===== config.mk =====
export PLATFORM = sky130hd
export DESIGN_NAME = truco_aposta_ctrl
export DESIGN_NICKNAME = d
export VERILOG_FILES = /design/src/rtl/truco_pkg.sv /design/src/rtl/arbitro_rr2.sv /design/src/rtl/truco_aposta_ctrl.sv
export SDC_FILE = /design/constraint.sdc
export NUM_CORES = 1
export LEC_CHECK = 0
export ABC_AREA = 1
export CORE_MARGIN = 2
export CORE_UTILIZATION = 27
export DETAILED_ROUTE_END_ITERATION = 8
export GPL_ROUTABILITY_DRIVEN = 0
export MAX_ROUTING_LAYER = met4
export PLACE_DENSITY = 0.55
export SETUP_SLACK_MARGIN = 0.2
export SLEW_MARGIN = 10
export SYNTH_ARGS = -nofsm -noshare
export SYNTH_HDL_FRONTEND = slang
export SYNTH_SLANG_ARGS = --single-unit

===== constraint.sdc =====
create_clock -name clk -period 1.8 [get_ports clk]
set_clock_uncertainty 0.05 [all_clocks]
set_input_delay 0.54 -clock clk [delete_from_list [all_inputs] [get_ports clk]]
set_output_delay 0.54 -clock clk [all_outputs]
set_load 0.005 [all_outputs]

===== src/rtl/truco_pkg.sv =====
// Shared definitions for the truco stake controller.
//   estado_t       : controller FSM states
//   VALOR_*        : rungs of the per-hand stake ladder
//   EQ_A / EQ_B    : team encoding used on quem_pediu and internal team fields
//   proximo_valor  : next rung of the ladder (saturates at 12)
package truco_pkg;

    typedef enum logic [1:0] {
        OCIOSO    = 2'd0,
        AGUARDA   = 2'd1,
        PREMIA    = 2'd2,
        BLOQUEADO = 2'd3
    } estado_t;

    localparam logic [3:0] VALOR_1  = 4'd1;
    localparam logic [3:0] VALOR_3  = 4'd3;
    localparam logic [3:0] VALOR_6  = 4'd6;
    localparam logic [3:0] VALOR_9  = 4'd9;
    localparam logic [3:0] VALOR_12 = 4'd12;

    localparam logic EQ_A = 1'b0;
    localparam logic EQ_B = 1'b1;

    function automatic logic [3:0] proximo_valor(input logic [3:0] v);
        logic [3:0] r;
        case (v)
            VALOR_1: r = VALOR_3;
            VALOR_3: r = VALOR_6;
            VALOR_6: r = VALOR_9;
            default: r = VALOR_12;
        endcase
        return r;
    endfunction

endpackage


===== src/rtl/arbitro_rr2.sv =====
// Two-requester round-robin arbiter.
//   clk     : system clock
//   rst     : synchronous reset, active-low (priority returns to requester 0)
//   req[1:0]: request lines (bit 0 = team A, bit 1 = team B)
//   gnt[1:0]: one-hot grant, combinational from req and the priority pointer
// The pointer only moves when a grant is issued, so idle cycles keep the
// current priority.
module arbitro_rr2 (
    input  logic       clk,
    input  logic       rst,
    input  logic [1:0] req,
    output logic [1:0] gnt
);

    // 1: requester 1 wins a tie next time; 0: requester 0 wins.
    logic prio_b_reg;

    always_comb begin
        gnt = req;
        if (req == 2'b11) begin
            gnt = prio_b_reg ? 2'b10 : 2'b01;
        end
    end

    always_ff @(posedge clk) begin
        if (!rst) begin
            prio_b_reg <= 1'b0;
        end else if (gnt != 2'b00) begin
            // whoever was just served yields the tie-break
            prio_b_reg <= gnt[0];
        end
    end

endmodule


===== src/rtl/truco_aposta_ctrl.sv =====
// Stake controller between the debounced player buttons and the scoreboard.
//   clk, rst            : clock, synchronous active-low reset
//   pede_A/B            : raise request pulses
//   aceita_A/B          : accept pulses for a pending raise
//   corre_A/B           : fold pulses for a pending raise
//   fim_mao_A/B         : hand-won pulses
//   jogo_encerrado      : game-over level; freezes the controller until reset
//   valor_aposta        : accepted stake of the current hand
//   proposta            : pending proposed stake, 0 when nothing is pending
//   aguardando          : a raise is waiting for an answer
//   quem_pediu          : team of the pending / last accepted raise
//   inc_A, inc_B        : one-cycle award pulses
//   pontos_out          : points carried by the award pulse, else 0
module truco_aposta_ctrl
    import truco_pkg::*;
#(
    parameter int unsigned TIMEOUT_CICLOS = 50_000_000,
    parameter int unsigned VALOR_MAX      = 12
) (
    input  logic       clk,
    input  logic       rst,
    input  logic       pede_A,
    input  logic       pede_B,
    input  logic       aceita_A,
    input  logic       aceita_B,
    input  logic       corre_A,
    input  logic       corre_B,
    input  logic       fim_mao_A,
    input  logic       fim_mao_B,
    input  logic       jogo_encerrado,
    output logic [3:0] valor_aposta,
    output logic [3:0] proposta,
    output logic       aguardando,
    output logic       quem_pediu,
    output logic       inc_A,
    output logic       inc_B,
    output logic [3:0] pontos_out
);

    localparam int CW = $clog2(TIMEOUT_CICLOS + 1);
    localparam logic [CW-1:0] LIMITE     = CW'(TIMEOUT_CICLOS - 1);
    localparam logic [3:0]    VALOR_TOPO = 4'(VALOR_MAX);

    estado_t       estado_reg, estado_next;
    logic [3:0]    valor_reg, valor_next;
    logic [3:0]    proposta_reg, proposta_next;
    logic          quem_reg, quem_next;
    logic [CW-1:0] cont_reg, cont_next;
    logic          lock_valid_reg, lock_valid_next;   // a team is barred from raising
    logic          lock_team_reg, lock_team_next;     // which team is barred
    logic          premio_team_reg, premio_team_next;
    logic [3:0]    premio_pts_reg, premio_pts_next;

    logic [1:0] pede_vec;
    logic [1:0] pede_ok;
    logic [1:0] req;
    logic [1:0] gnt;
    logic       valor_abaixo_max;

    assign pede_vec         = {pede_B, pede_A};
    assign valor_abaixo_max = (valor_reg < VALOR_TOPO);

    // Per-team raise qualification: not locked out and ladder not exhausted.
    genvar gi;
    generate
        for (gi = 0; gi < 2; gi++) begin : g_pede
            assign pede_ok[gi] = pede_vec[gi] && valor_abaixo_max &&
                                 !(lock_valid_reg && (lock_team_reg == 1'(gi)));
        end
    endgenerate

    // Only raises that will really open a proposal reach the arbiter, so
    // the round-robin pointer tracks actual grants. Any fim_mao drops them.
    always_comb begin
        req = 2'b00;
        if (estado_reg == OCIOSO && !jogo_encerrado && !fim_mao_A && !fim_mao_B) begin
            req = pede_ok;
        end
    end

    arbitro_rr2 u_arbitro (
        .clk (clk),
        .rst (rst),
        .req (req),
        .gnt (gnt)
    );

    // Responder view: only the team opposite to quem_pediu is heard.
    logic corre_y, pede_y, aceita_y;
    assign corre_y  = (quem_reg == EQ_A) ? corre_B  : corre_A;
    assign pede_y   = (quem_reg == EQ_A) ? pede_B   : pede_A;
    assign aceita_y = (quem_reg == EQ_A) ? aceita_B : aceita_A;

    // State register
    always_ff @(posedge clk) begin
        if (!rst) begin
            estado_reg      <= OCIOSO;
            valor_reg       <= VALOR_1;
            proposta_reg    <= 4'd0;
            quem_reg        <= EQ_A;
            cont_reg        <= '0;
            lock_valid_reg  <= 1'b0;
            lock_team_reg   <= EQ_A;
            premio_team_reg <= EQ_A;
            premio_pts_reg  <= 4'd0;
        end else begin
            estado_reg      <= estado_next;
            valor_reg       <= valor_next;
            proposta_reg    <= proposta_next;
            quem_reg        <= quem_next;
            cont_reg        <= cont_next;
            lock_valid_reg  <= lock_valid_next;
            lock_team_reg   <= lock_team_next;
            premio_team_reg <= premio_team_next;
            premio_pts_reg  <= premio_pts_next;
        end
    end

    // Next-state and datapath logic
    always_comb begin
        estado_next      = estado_reg;
        valor_next       = valor_reg;
        proposta_next    = proposta_reg;
        quem_next        = quem_reg;
        cont_next        = cont_reg;
        lock_valid_next  = lock_valid_reg;
        lock_team_next   = lock_team_reg;
        premio_team_next = premio_team_reg;
        premio_pts_next  = premio_pts_reg;

        case (estado_reg)
            OCIOSO: begin
                if (fim_mao_A ^ fim_mao_B) begin
                    premio_team_next = fim_mao_B ? EQ_B : EQ_A;
                    premio_pts_next  = valor_reg;
                    estado_next      = PREMIA;
                end else if (gnt != 2'b00) begin
                    proposta_next = proximo_valor(valor_reg);
                    quem_next     = gnt[1] ? EQ_B : EQ_A;
                    cont_next     = '0;
                    estado_next   = AGUARDA;
                end
            end

            AGUARDA: begin
                cont_next = cont_reg + CW'(1);
                if (corre_y) begin
                    // fold: the raiser takes the stake that stood before the raise
                    premio_team_next = quem_reg;
                    premio_pts_next  = valor_reg;
                    proposta_next    = 4'd0;
                    estado_next      = PREMIA;
                end else if (pede_y && (proposta_reg < VALOR_TOPO)) begin
                    // re-raise: accept the current proposal and counter-propose
                    valor_next    = proposta_reg;
                    proposta_next = proximo_valor(proposta_reg);
                    quem_next     = ~quem_reg;
                    cont_next     = '0;
                end else if (pede_y || aceita_y) begin
                    valor_next      = proposta_reg;
                    proposta_next   = 4'd0;
                    lock_valid_next = 1'b1;
                    lock_team_next  = quem_reg;
                    estado_next     = OCIOSO;
                end else if (cont_reg == LIMITE) begin
                    premio_team_next = quem_reg;
                    premio_pts_next  = valor_reg;
                    proposta_next    = 4'd0;
                    estado_next      = PREMIA;
                end
            end

            PREMIA: begin
                valor_next      = VALOR_1;
                proposta_next   = 4'd0;
                lock_valid_next = 1'b0;
                estado_next     = OCIOSO;
            end

            default: begin
                estado_next = BLOQUEADO;
            end
        endcase

        // Game over overrides everything; the award already on the outputs
        // this cycle (if in PREMIA) is unaffected because outputs are registered state.
        if (jogo_encerrado) begin
            estado_next     = BLOQUEADO;
            valor_next      = VALOR_1;
            proposta_next   = 4'd0;
            quem_next       = EQ_A;
            cont_next       = '0;
            lock_valid_next = 1'b0;
            lock_team_next  = EQ_A;
        end
    end

    // Output logic
    always_comb begin
        valor_aposta = valor_reg;
        proposta     = proposta_reg;
        aguardando   = (estado_reg == AGUARDA);
        quem_pediu   = quem_reg;
        inc_A        = 1'b0;
        inc_B        = 1'b0;
        pontos_out   = 4'd0;
        if (estado_reg == PREMIA) begin
            inc_A      = (premio_team_reg == EQ_A);
            inc_B      = (premio_team_reg == EQ_B);
            pontos_out = premio_pts_reg;
        end
    end

endmodule

==> run metrics <==
Avg Cell Area, Syn=about 5.9 sq um; I/O pin total=27; Cell Rows=37; ranking of synthesized cells by instance count=nand2_1, nor2_1, inv_1; fin crit period=1.82 ns; CP Depth=12; Yosys top cell area share=0.323; Mapped Cells=469; failing checks=negative setup slack; worst path buffer plus inverter count=5; Async SR Flop Fraction=0; ant diodes=0; Nets=599; Syn Nets=485; post-synthesis simple-gate area fraction=0.438; Sw Ratio=0.319; Clock Pin Slew Worst Setup and Hold Paths=0.09 ns; yosys warns=0; synth unique cells=30; # fillers=982; Power Internal=2.11 mW; worst r2r src=estado_reg[1]; Setup crit start kind=register; XOR/XNOR Fraction of Synth Area=0; CP required=just under 2 ns; Worst slew margin=0.751; final setup margin=-0.0164 ns; Slowest-stage cell, CP=dfxtp_2; sw power=about 990 uW; initial antenna violation count=0; CORE AREA=between 10000 and 15000 sq um; main combinational cell family by area after synthesis=simple AND/OR/NAND/NOR gates; Worst Setup EP=cont_reg[10]; DRT iter0 DRCs=108; CP Cell Sequence=buf_6, inv_6, ha_4, nand2_4, nor2_4, nand2_2, nand3_4, buf_6, buf_12, clkbuf_16, a21oi_2, nor3_2; H-tree Lvls=2; max FFs per register=26; top_reg_cell synth=dfxtp_1; Layout Cells excl Fill=just over 700; R2R setup slack=-0.02 ns; MaxCap Viol Count=0; Slew Viols, Final=0; gr ovfl total=0; Worst VDD drop=0.345 mV; post-synthesis mux area share=0; critical path's most frequent cell=buf_6; worst reg2reg endpoint=cont_reg[10]; setup violators final=1; Die X=106 um; clock sinks=45; Synth area leader=dfxtp_1; Cell Area, Synth=2790 sq um; multi-input logic area=2170 sq um; Critical Path Fanout Max=5; Area Growth Syn to Fin=72.3%; DR pass1 iterations=4; synth top area cells=dfxtp_1, nand2_1, nor2_1; clk buf depth=2; Root Driver=clkbuf_8; clock latency on the worst-skew pair=between 0.3 and 0.4 ns; Avg Vias per Cell=4.69; CTS Buf Count=5; Leak=2.09 nW; cell with the most instances after synthesis=nand2_1; setup tns final=-0.0164 ns; # DRC=0; clock share of power=0.302; Setup Crit Path Kind=reg -> reg; Initial Utilization=0.274; sequential fraction of the synthesis area=0.323; CP delay by family, top=buffers and inverters; combinational cell fraction of total power=0.350; CTS Hold Bufs=0; layout cell share with drive strength beyond 1=0.450; total chip power=3.10 mW; Seq pwr share=0.349; Die Height=106 um; Worst Setup SP=estado_reg[1]; pwr dens=645 nW/um^2; Synth Area in Compound Gates=0.0916; Worst Reg-to-Reg Cells=12; Final Util=0.472; Arrival @ worst endpoint=a little under 2 ns; Synth Area in Adders=0.0224; Reg area=between 900 and 1000 sq um; status=complete, but fails checks; final period utilization=1.01; largest net degree at the start of global routing=15; Worst path max stage delay=approximately 0.37 ns; Total Wirelength=between 9000 and 10000 um; Final Hold Fails=0; Worst-Margin Slew=around 0.37 ns; vias in the first global route=3245; Yosys reg bits=45; dpl cells=around 670; clock tree from TritonCTS=yes; Hold/Removal Path Class=reg -> reg; DR vias=approximately 3.4k; wire per inst=roughly 13 um; total track usage=0.163; crit end category=register; DP HPWL=between 5000 and 6000 um; global-route wire length before repair=14400 um; RSZ-0062 raised after global routing=true; EDFF count, synth=0; Max Freq=around 550 MHz; IO Port Bufs=26; die footprint=between 10000 and 15000 sq um; post-route ant nets=0
-- metrics by stage --
stage,hold WS [ns],area (sq um),worst slack [ns]
floorplan,0.387,2790,0.203
global placement,0.404,3520,-0.396
detailed placement,0.427,3520,-0.429
CTS,0.427,4250,0.00248
global route,0.460,4800,-0.110
finish,0.438,4800,-0.0164
-- cells in the final DEF, fill, tap and decap left out, types with 12 or more instances in the layout --
master / Yosys / layout
buf_4: 2 / 54
nand2_1: 121 / 81
nand3_1: 35 / 21
nor2_1: 90 / 61
dfxtp_1: 45 / 29
nand4_1: 12 / 12
nor2_2: 2 / 20
buf_6: 1 / 24
dlygate4sd2_1: 0 / 18
nand2_2: 4 / 30
nand2_4: 1 / 12
inv_1: 78 / 65
-- power groups by stage --
stage,sequential (mW),combinational (mW),clock (mW)
4_1_cts,1.07,0.857,0.954
6_report,1.08,1.08,0.935
3_3_place_gp,1.10,0.611,0
3_5_place_dp,1.10,0.615,0
2_1_floorplan,1.09,0.353,0
5_1_grt,1.09,1.17,0.994
-- worst min path at each step --
stage | slack [ns] | to | startpoint | cells past startpoint
finish | 0.44 | lock_team_reg | lock_team_reg | 2
global route | 0.46 | lock_team_reg | lock_team_reg | 2
CTS | 0.43 | premio_pts_reg[1] | premio_pts_reg[1] | 2
detailed placement | 0.43 | lock_team_reg | lock_team_reg | 2
global placement | 0.40 | cont_reg[15] | cont_reg[15] | 2
floorplan | 0.39 | cont_reg[15] | cont_reg[15] | 2
-- cells by family after synthesis --
group,count (synthesis)
flops,45
simple gates,284
compound gates,48
fa+ha+maj,5
buf+inv,87
-- per-layer routing --
layer  global-route usage  vias up  routed length, um
li1                     -     1696                  -
met1                0.183     1574               3860
met2                0.295       85               4950
met3               0.0254       22                310
met4               0.0555        0                249
met5                    -        -                  0
-- worst register-to-register path, stage by stage, from the launching register on --
cell,delay [ns]
dfxtp_2,0.37
buf_6,0.12
inv_6,0.04
ha_4,0.16
nand2_4,0.07
nor2_4,0.04
nand2_2,0.09
nand3_4,0.11
buf_6,0.14
buf_12,0.12
clkbuf_16,0.15
a21oi_2,0.18
nor3_2,0.07
-- timing repair --
action / CTS / global route
buffers inserted: 28 / 13
pin swaps: 55 / 50
resized for setup: 186 / 118
gates cloned: 3 / 1
endpoints found under the setup margin: 61 / 51
-- layout make-up --
class,instances,area share
inverter,81,0.0706
clock buffer,5,0.0143
sequential,45,0.195
timing repair buffer,110,0.212
multi-input combinational,337,0.452
clock inverter,3,0.0135
timing repair inverter,3,0.00703
tap,136,0.0354
Power figures use the tool's default switching activity.
